--- src/rtl/r200_pkg.sv ---
// Shared R200 pipeline constants: datapath width, NOP word and fetch pc-select encodings.
package r200_pkg;

  localparam int unsigned XLEN = 32;

  localparam logic [31:0] NOP = 32'h0000_0000;

  typedef enum logic [1:0] {
    PCSEL_P4   = 2'd0,
    PCSEL_BR   = 2'd1,
    PCSEL_JUMP = 2'd2,
    PCSEL_HOLD = 2'd3
  } pcsel_e;

endpackage

--- src/rtl/r200_ifid_q.sv ---
// Fetch/decode decoupling queue: FWFT storage of {instrn, pc, pcp4} with flush and
// a held re-fetch address for fetches the queue had to refuse.
module r200_ifid_q
  import r200_pkg::*;
#(
  parameter int unsigned DEPTH = 2,
  parameter int unsigned XLEN  = r200_pkg::XLEN
) (
  input  logic                       clk,
  input  logic                       rst_n,
  input  logic                       if_valid,
  input  logic [XLEN-1:0]            if_instrn,
  input  logic [XLEN-1:0]            if_pc,
  input  logic [XLEN-1:0]            if_pcp4,
  output logic                       if_ready,
  input  logic                       flush,
  output logic                       id_valid,
  output logic [XLEN-1:0]            id_instrn,
  output logic [XLEN-1:0]            id_pc,
  output logic [XLEN-1:0]            id_pcp4,
  input  logic                       id_ready,
  output logic [XLEN-1:0]            hold_pc,
  output logic                       fetch_hold,
  output logic [$clog2(DEPTH):0]     count
);

  localparam int unsigned AW = $clog2(DEPTH);
  localparam int unsigned CW = AW + 1;
  localparam logic [CW-1:0] FULL_CNT = CW'(DEPTH);

  logic [XLEN-1:0] mem_instrn [DEPTH];
  logic [XLEN-1:0] mem_pc     [DEPTH];
  logic [XLEN-1:0] mem_pcp4   [DEPTH];

  logic [AW-1:0] wr_ptr;
  logic [AW-1:0] rd_ptr;
  logic          enq;
  logic          deq;

  // Full blocks enqueue even when decode drains this cycle, keeping if_ready off id_ready.
  assign if_ready   = (count != FULL_CNT);
  assign id_valid   = (count != '0);
  assign fetch_hold = if_valid & ~if_ready & ~flush;
  assign enq        = if_valid & if_ready & ~flush;
  assign deq        = id_valid & id_ready & ~flush;

  assign id_instrn = id_valid ? mem_instrn[rd_ptr] : '0;
  assign id_pc     = id_valid ? mem_pc[rd_ptr]     : '0;
  assign id_pcp4   = id_valid ? mem_pcp4[rd_ptr]   : '0;

  always_ff @(posedge clk or negedge rst_n) begin
    if (!rst_n) begin
      wr_ptr <= '0;
      rd_ptr <= '0;
      count  <= '0;
    end else if (flush) begin
      wr_ptr <= '0;
      rd_ptr <= '0;
      count  <= '0;
    end else begin
      if (enq) wr_ptr <= wr_ptr + AW'(1);
      if (deq) rd_ptr <= rd_ptr + AW'(1);
      case ({enq, deq})
        2'b10:   count <= count + CW'(1);
        2'b01:   count <= count - CW'(1);
        default: count <= count;
      endcase
    end
  end

  always_ff @(posedge clk or negedge rst_n) begin
    if (!rst_n) begin
      for (int unsigned i = 0; i < DEPTH; i++) begin
        mem_instrn[i] <= '0;
        mem_pc[i]     <= '0;
        mem_pcp4[i]   <= '0;
      end
    end else if (enq) begin
      mem_instrn[wr_ptr] <= if_instrn;
      mem_pc[wr_ptr]     <= if_pc;
      mem_pcp4[wr_ptr]   <= if_pcp4;
    end
  end

  always_ff @(posedge clk or negedge rst_n) begin
    if (!rst_n)          hold_pc <= '0;
    else if (fetch_hold) hold_pc <= if_pc;
  end

endmodule

--- config.mk ---
export PLATFORM = sky130hd
export DESIGN_NAME = r200_ifid_q
export DESIGN_NICKNAME = d
export VERILOG_FILES = /design/src/rtl/r200_pkg.sv /design/src/rtl/r200_ifid_q.sv
export SDC_FILE = /design/constraint.sdc
export NUM_CORES = 1
export LEC_CHECK = 0
export ABC_CLOCK_PERIOD_IN_PS = 5250
export BUFFER_PORTS_ARGS = -buffer_cell sky130_fd_sc_hd__buf_2
export CAP_MARGIN = 10
export CORE_MARGIN = 2
export CORE_UTILIZATION = 58
export DETAILED_ROUTE_END_ITERATION = 6
export GPL_ROUTABILITY_DRIVEN = 0
export PLACE_DENSITY = 0.88
export SLEW_MARGIN = 15
export SYNTH_ARGS = -nofsm -noshare
export SYNTH_HDL_FRONTEND = slang
export SYNTH_SLANG_ARGS = --single-unit
--- constraint.sdc ---
create_clock -name clk -period 5.25 [get_ports clk]
set_input_delay 0.525 -clock clk [delete_from_list [all_inputs] [get_ports clk]]
set_output_delay 0.525 -clock clk [all_outputs]
set_load 0.01 [all_outputs]
Word-level counts from Yosys, hierarchy flattened
Index checks and enable logic that the tools add are counted.
{"block": "totals", "reg_bits": 228, "inputBits": 101}
{"block": "op_classes", "n_addsub": 4, "magnitude_cmp": 3, "eq_ne": 3, "n_mux": 23, "n_bitwise": 10, "reduce_logical": 5}
{"cell": "two-way mux 32 bit", "n": 13}
{"cell": "bitwise mux 64 bit", "n": 3}
{"cell": "demux 32 bit (select 1 bit)", "n": 1}
{"cell": "bitwise AND 1 bit", "n": 6}
{"cell": "nonzero test 2 bit", "n": 3}
{"cell": ">= comparator 2 bit, second input constant", "n": 2}
{"cell": "two-way mux 1 bit", "n": 4}
{"cell": "inverter 1 -> 2 bit", "n": 2}
{"cell": "case mux 2 bit (2 select lines)", "n": 1}
{"cell": "nonzero test 3 bit", "n": 1}
{"cell": "adder 1 bit, second input constant", "n": 2}
{"cell": "adder 2 x 1 -> 2 bit, second input constant", "n": 1}
{"cell": "== test 2 x 1 -> 1 bit, second input constant", "n": 1}
{"cell": "== test 2 bit, second input constant", "n": 1}
{"cell": "< comparator 2 x 1 -> 1 bit, second input constant", "n": 1}
{"cell": "two-way mux 2 bit", "n": 1}
{"cell": "inequality test 2 bit, second input constant", "n": 1}
{"cell": "inverter 1 bit", "n": 2}
{"cell": "subtractor 2 x 1 -> 2 bit, second input constant", "n": 1}
{"cell": "logical AND 1 bit", "n": 1}

Longest topological paths before layout
Gate-level depths: netlist (run 1).
{"block": "depth", "depth_word": 6, "mapped_depth": 6, "depth_no_buf": 4}

Worst setup path before layout (run 1)
OpenSTA, ideal clock, no wires.
{"block": "synth_timing", "path_type": "register -> output", "startpoint": "reg count[0]", "endpoint": "out id_pc[17]", "arrival_ns": 1.446, "slack_ns": 3.279, "path_stages_with_launch": 5, "path_cell_list": "dfrtp_1 -> nor2_1 -> clkbuf_1 -> clkbuf_1 -> nor2_1"}
{"block": "synth_via", "elab_chain_cells": 2}
{"element": "start: declaration", "line": "r200_ifid_q.sv:24", "text": "output logic [$clog2(DEPTH):0] count"}
{"element": "start signal: assignment", "line": "r200_ifid_q.sv:64", "text": "2'b10: count <= count + CW'(1);"}
{"element": "start signal: assignment", "line": "r200_ifid_q.sv:65", "text": "2'b01: count <= count - CW'(1);"}
{"element": "start signal: assignment", "line": "r200_ifid_q.sv:66", "text": "default: count <= count;"}
{"element": "nonzero test 2 bit", "line": "r200_ifid_q.sv:42", "text": "assign id_valid = (count != '0);"}
{"element": "two-way mux 32 bit", "line": "r200_ifid_q.sv:48", "text": "assign id_pc = id_valid ? mem_pc[rd_ptr] : '0;"}
{"element": "end: declaration", "line": "r200_ifid_q.sv:19", "text": "output logic [XLEN-1:0] id_pc,"}
No other way between the ends.

Worst setup path after layout (run 1)
{"block": "layout_timing", "startpoint": "reg count[1]", "endpoint": "out fetch_hold"}
{"block": "layout_via", "elab_chain_cells": 4}
{"element": "inequality test 2 bit", "line": "r200_ifid_q.sv:41", "text": "assign if_ready = (count != FULL_CNT);"}
{"element": "inverter 1 bit", "line": "r200_ifid_q.sv:43", "text": "assign fetch_hold = if_valid & ~if_ready & ~flush;"}
{"element": "bitwise AND 1 bit (2 in a row)", "line": "r200_ifid_q.sv:43"}
{"element": "end: declaration", "line": "r200_ifid_q.sv:23", "text": "output logic fetch_hold,"}
No other way between the ends.

==> metrics.yaml, run 1 <==
global_routing:
  grt_pass1_wl_um: 33800
  gr-total-overflow: 0
  grt_pass1_vias: 6752
  grt.total_usage_pct: 23.1
  grt_max_degree: 132
  antenna_found_initial: 2
floorplanning:
  placement_rows: 47
  die_h_um: 135
  core-area_um2: 16600
  die_x_um: 135
  die-area_um2: 18200
  initial_core_util_pct: 59.7
  ioPinCount: 234
setup_path:
  start_kind: "flip-flop"
  cp.required_ns: 4.72
  path_max_fanout: 33
  path_class: "flip-flop to output port"
  cp.arrival_ns: 2.52
  crit_path_end_kind: "output port"
synthesis:
  yosys_warnings: 0
  synth_fp_nets: 814
  syn_area_per_cell_um2: 13.9
  yosysUniqueCellTypes: 23
  synth_seq_area_share_pct: 57.5
  synth-seq-cells: 228
  yosys.area.top_type: "dfrtp_1"
  yosysTopAreaCellShare_pct: 57.5
  synth.cell_area_um2: 9930
  netlist_instances: 713
  synth_area_leaders: "dfrtp_1 (57%), mux2_2 (19%), mux2i_1 (9.8%)"
drt:
  drt-initial-drc-count: 324
  detail_route.wirelength_um: 20800
  drc: 0
  drtPass1Iterations: 4
  post_drt_wl_per_cell_um: 17.8
  viasPerCell: 5.45
  num_vias: 6373
  ant_nets: 0
cts:
  ctsHoldBuffers: 0
  post_cts_buffers: 0
  cts_buffers: 24
  h-tree-depth: 1
  ctsResizeCount: 0
  clkSlewWorstSetupHoldPaths_ns: 0.06
  clock_sinks: 228
  clk_latency_ns: 0.51
  cts_max_path_buffers: 3
  root_buffer: "clkbuf_16"
  cts_tree: "yes"
min_path:
  worstHoldPathType: "primary input to asynchronous set/reset pin"
power_and_ir_drop:
  pwr_density_cell_nw_per_um2: 419
  ir_drop_v: 0.000297
  p_leak_uw: 0.00563
  fin_total_pwr_uw: 5030
final_layout:
  fill_cells: 1108
  drive_above_1_share_pct: 46.9
  layout.nets: 1034
  final_cells: 1169
  final_area_um2: 12000
  syn_to_final_growth_pct: 20.8
flow_run:
  cap_violations: 0
sta:
  maxSlewHeadroom_pct: 26.3
  fin_crit_sh_pct: 58.1
  finalMaxSlewViolations: 0
  hold_viol_final: 0
  post-route-worst-setup-slack_ns: 2.20
  setup_viol_count_final: 0
  fmax_mhz: 328
  fin_tns_setup_ns: 0
  min_period_ns: 3.05
  tightest_slew_ns: 1.10
  rsz0062_at_grt: "false"
  clock_skew_ns: 0.0146
place:
  dp_cells: 1127
  place_ws_ns: 2.38
  portBuffers: 233
  placed_area_um2: 11200
  dp_hpwl_um: 13300
outcome:
  status: "completed"
cells in the mapped netlist:
| cell type | number |
|---|---|
| a21o_1 | 1 |
| a21oi_1 | 4 |
| buf_1 | 2 |
| buf_2 | 21 |
| buf_6 | 5 |
| clkbuf_1 | 17 |
| dfrtp_1 | 228 |
| inv_1 | 3 |
| mux2_1 | 57 |
| mux2_2 | 167 |
| mux2i_1 | 97 |
| nand2b_1 | 1 |
| nand3b_1 | 1 |
| nor2_1 | 99 |
| nor2b_2 | 1 |
| nor3_2 | 1 |
| nor3b_1 | 1 |
| o211ai_1 | 1 |
| o21ai_0 | 2 |
| or2_2 | 1 |
| or3_1 | 1 |
| or3b_1 | 1 |
| xor2_1 | 1 |
area by class of cell:
class                   instances  area, um2  area share (%)
flip-flops and latches        228       5710            47.6
multi-input cells             437       4000            33.4
inverters                       3       11.3          0.0939
diodes                          1       2.50          0.0209
well taps                     220        275            2.29
repair buffers                239       1250            10.4
clock inverters                 1       5.00          0.0417
clock buffers                  40        742            6.19
per-layer routing:
layer  wire length, um  vias up  GRT usage (%)
met3              1380       28           5.11
met2             10300      190           38.6
met5                 0        -              0
met1              8850     3228           31.0
met4               352        0           5.61
li1                  -     2927              -
critical path: stages, from the launching register on:
cell and delay [ns]:
dfrtp_1 0.48, nor2b_2 0.34, inv_1 0.16, nor2_4 0.77
buf_2 0.27
flip-flops by register name, indices dropped and copies added (netlist names):
| name | flops |
|---|---|
| mem_instrn | 64 |
| mem_pc | 64 |
| mem_pcp4 | 64 |
| hold_pc | 32 |
| count | 2 |
| rd_ptr | 1 |
| wr_ptr | 1 |
placed cells by master, fill, tap and decap left out, types with 4 or more instances in the layout:
master	n
buf_4	4
mux2i_1	97
nor2_1	97
clkbuf_16	25
clkbuf_8	6
mux2_1	57
a21oi_1	4
mux2_2	167
clkbuf_1	9
buf_2	232
dfrtp_1	227
power by group:
| group | switching [uW] | internal, uW | leakage [uW] |
|---|---|---|---|
| clock network | 640 | 952 | 0.000366 |
| logic | 464 | 552 | 0.00251 |
| registers | 235 | 2190 | 0.00275 |
metrics by stage:
stage	util, %	hold slack, ns
2_1_floorplan	-	0.229
3_3_place_gp	67.6	0.474
3_5_place_dp	67.6	0.481
4_1_cts	72.1	0.0573
5_1_grt	72.1	0.0906
6_report	72.1	0.00295
path summary, 6_finish.rpt:
| kind | start | to | slack (ns) | depth (start not counted) |
|---|---|---|---|---|
| setup / recovery | count[1] | fetch_hold | 2.20 | 4 |
| hold / removal | rst_n | mem_instrn[51] | 0.003 | 1 |
| setup reg to reg | count[1] | mem_pcp4[5] | 2.50 | 4 |
| hold reg to reg | mem_pc[4] | mem_pc[4] | 0.49 | 1 |
| max in group asynchronous | rst_n | rd_ptr | 4.04 | 2 |
| min in group clk | if_pcp4[28] | mem_pcp4[28] | 0.25 | 2 |
cells by family (layout without fill, tap and decap cells):
logic type,Yosys count,in the layout,share of synthesized area (%)
mux,321,321,35.2
flops,228,228,57.5
buf+inv,48,283,2.46
simple gates,107,107,4.36
compound gates,8,8,0.454
other cells,0,1,0
xor+xnor,1,1,0.0882
Note: power is estimated with default switching activity, not from simulation.
==> inputs of run 2 (changes only) <==
--- a/config.mk
+++ b/config.mk
@@ -5,14 +5,14 @@
 export SDC_FILE = /design/constraint.sdc
 export NUM_CORES = 1
 export LEC_CHECK = 0
-export ABC_CLOCK_PERIOD_IN_PS = 5250
+export ABC_CLOCK_PERIOD_IN_PS = 2950
 export BUFFER_PORTS_ARGS = -buffer_cell sky130_fd_sc_hd__buf_2
 export CAP_MARGIN = 10
 export CORE_MARGIN = 2
-export CORE_UTILIZATION = 58
+export CORE_UTILIZATION = 54
 export DETAILED_ROUTE_END_ITERATION = 6
 export GPL_ROUTABILITY_DRIVEN = 0
-export PLACE_DENSITY = 0.88
+export PLACE_DENSITY = 0.83
 export SLEW_MARGIN = 15
 export SYNTH_ARGS = -nofsm -noshare
 export SYNTH_HDL_FRONTEND = slang
==> constraint.sdc (replaced) <==
create_clock -name clk -period 2.95 [get_ports clk]
set_input_delay 0.295 -clock clk [delete_from_list [all_inputs] [get_ports clk]]
set_output_delay 0.295 -clock clk [all_outputs]
set_load 0.01 [all_outputs]
==> run 2 against run 1 <==
Worst setup slack lost 1.7 ns. Cell area grew 3.3%. Hold slack gained 0.019 ns. Via count grew 0.42%. First-iteration DRC count shrank 42%. Flip-flop and latch count is the same. Utilization shrank 3.3 points. Global-route usage shrank 1.8 points. Combinational power grew 82%. Clock power grew 110%. Sequential share of layout area shrank 1.5 points. Die area grew 7.2%.
==> metrics.yaml, run 2 (synthesis results as in run 1) <==
floorplanning:
  initial_core_util_pct: 55.1  # -4.6 points
  die_h_um: 140  # +3.5%
  placement_rows: 49  # +4.3%
  core-area_um2: 18000  # +8.3%
  die_x_um: 140  # +3.5%
  ioPinCount: 234  # unchanged
  die-area_um2: 19500  # +7.2%
cts:
  cts_max_path_buffers: 3  # unchanged
  clock_sinks: 228  # unchanged
  cts_tree: "yes"
  cts_buffers: 24  # unchanged
  h-tree-depth: 1  # unchanged
  clkSlewWorstSetupHoldPaths_ns: 0.06  # about the same
  clk_latency_ns: 0.51  # about the same
  root_buffer: "clkbuf_16"
  post_cts_buffers: 0  # unchanged
setup_path:
  r2r_slack_ns: 0.85  # -1.65 ns
  r2r_end: "mem_instrn[14]"
  crit_path_end_kind: "output port"
  rr_startpoint: "count[1]"
  cp.required_ns: 2.65  # -2.07 ns
  cp.arrival_ns: 2.18  # -0.34 ns
  rr_worst_depth: 4  # unchanged
  path_max_fanout: 33  # unchanged
  path_class: "flip-flop to output port"
  start_kind: "flip-flop"
drt:
  detail_route.wirelength_um: 20700  # -0.70%
  drtPass1Iterations: 4  # unchanged
  ant_nets: 0  # unchanged
  drc: 0  # unchanged
  viasPerCell: 5.35  # -1.8%
  num_vias: 6400  # +0.42%
  drt-initial-drc-count: 187  # -42%
  post_drt_wl_per_cell_um: 17.3  # -2.9%
final_layout:
  multi_input_area_um2: 4000  # unchanged
  n_antenna_cell: 0  # -1
  reg_top3: "mem_instrn (64), mem_pc (64), mem_pcp4 (64)"
  layout_common_cells: "buf_2 (232), dfrtp_1 (227), mux2_2 (167)"
  seq_area_um2: 5710  # unchanged
  fill_cells: 1261  # +14%
  drive_above_1_share_pct: 47.6  # +0.63 points
  layout.nets: 1051  # +1.6%
  syn_to_final_growth_pct: 24.8
  mostFrequentLayoutCell: "buf_2"
sta:
  clock_skew_ns: 0.00849  # -0.00613 ns
  min_period_ns: 2.48
  fin_crit_sh_pct: 83.9
  fin_tns_setup_ns: 0  # unchanged
  hold_viol_final: 0  # unchanged
  finalMaxSlewViolations: 0  # unchanged
  setup_viol_count_final: 0  # unchanged
  tightest_slew_ns: 0.637  # -0.468 ns
  post-route-worst-setup-slack_ns: 0.475  # -1.73 ns
  rsz0062_at_grt: "false"
  maxSlewHeadroom_pct: 57.6  # +31 points
  fmax_mhz: 404
global_routing:
  grt_pass1_wl_um: 34400  # +1.8%
  grt_pass1_vias: 6914  # +2.4%
  gr-total-overflow: 0  # unchanged
  grt_max_degree: 70  # -47%
  grt.total_usage_pct: 21.2  # -1.8 points
  antenna_found_initial: 0  # -2
place:
  portBuffers: 233  # unchanged
  place_ws_ns: 0.850  # -1.53 ns
  dp_hpwl_um: 13500  # +1.1%
min_path:
  min_from: "if_pcp4[27]"
  hold-path-endpoint: "mem_pcp4[27]"
  whs_path_depth: 2
  worstHoldPathType: "primary input to flip-flop"
outcome:
  status: "completed"
power_and_ir_drop:
  p_leak_uw: 0.00581  # +3.3%
  fin_total_pwr_uw: 9500  # +89%
  ir_drop_v: 0.000626  # +110%
  pwr_density_cell_nw_per_um2: 767  # +83%
flow_run:
  cap_violations: 0  # unchanged
==> run 2: cell count changes in the layout (fill, tap and decap cells not counted), moves of 2 or more <==
cell / before / now
clkbuf_8: 6 / 8
dlygate4sd3_1: 0 / 10
buf_12: 2 / 8
clkbuf_1: 9 / 3
bufinv_16: 0 / 5
==> run 2: metrics by stage <==
stage          hold WS [ns]  cell area, um2  utilization [%]  cells
6_report             0.0224           12400             68.7   1196
5_1_grt              0.0101           12400             68.7   1196
4_1_cts            0.000285           12400             68.7   1196
3_5_place_dp          0.296           11400             63.2   1143
3_3_place_gp          0.294           11400             63.2   1143
2_1_floorplan     -0.000591            9930                -    713
==> run 2: per-layer routing <==
layer  vias to the layer above  wire, um  track usage [%]
met1                      3223      9000             28.0
li1                       2967         -                -
met3                        27      1360             4.75
met2                       183     10000             36.4
met5                         -         0                0
met4                         0       325             4.63
==> run 2: worst max path at each step <==
stage          cells past startpoint              to  slack (ns)     start
3_5_place_dp                       4  mem_instrn[22]        0.85  count[1]
3_3_place_gp                       4  mem_instrn[28]        0.91  count[1]
6_report                           5      fetch_hold        0.47  count[1]
4_1_cts                            5      fetch_hold        0.44  count[1]
5_1_grt                            5      fetch_hold        0.31  count[1]
2_1_floorplan                      6  mem_instrn[30]        1.10  count[1]
==> run 2: layout make-up <==
class	count	area share (%)
clock inverters	7	1.29
multi-input cells	437	32.3
repair buffers	256	11.9
inverters	3	0.0909
well taps	229	2.31
clock buffers	36	6.03
flip-flops and latches	228	46.1
==> run 2: timing repair <==
| action | CTS | global route |
|---|---|---|
| endpoints found under the hold margin | 77 | 0 |
| resized for setup | 0 | 0 |
| hold buffers | 10 | 0 |
==> run 2: critical path, stage by stage, from the launching register on <==
cell and delay [ns]:
dfrtp_1 0.48, nor2b_2 0.32, inv_1 0.15, nor2_4 0.12
buf_4 0.38, buf_2 0.21
==> run 2: where the power goes <==
part	leakage [uW]	internal (uW)	switching (uW)	total, uW
sequential	0.00275	3890	387	4280
clock	0.000448	2180	1190	3370
combinational	0.00262	1010	849	1860
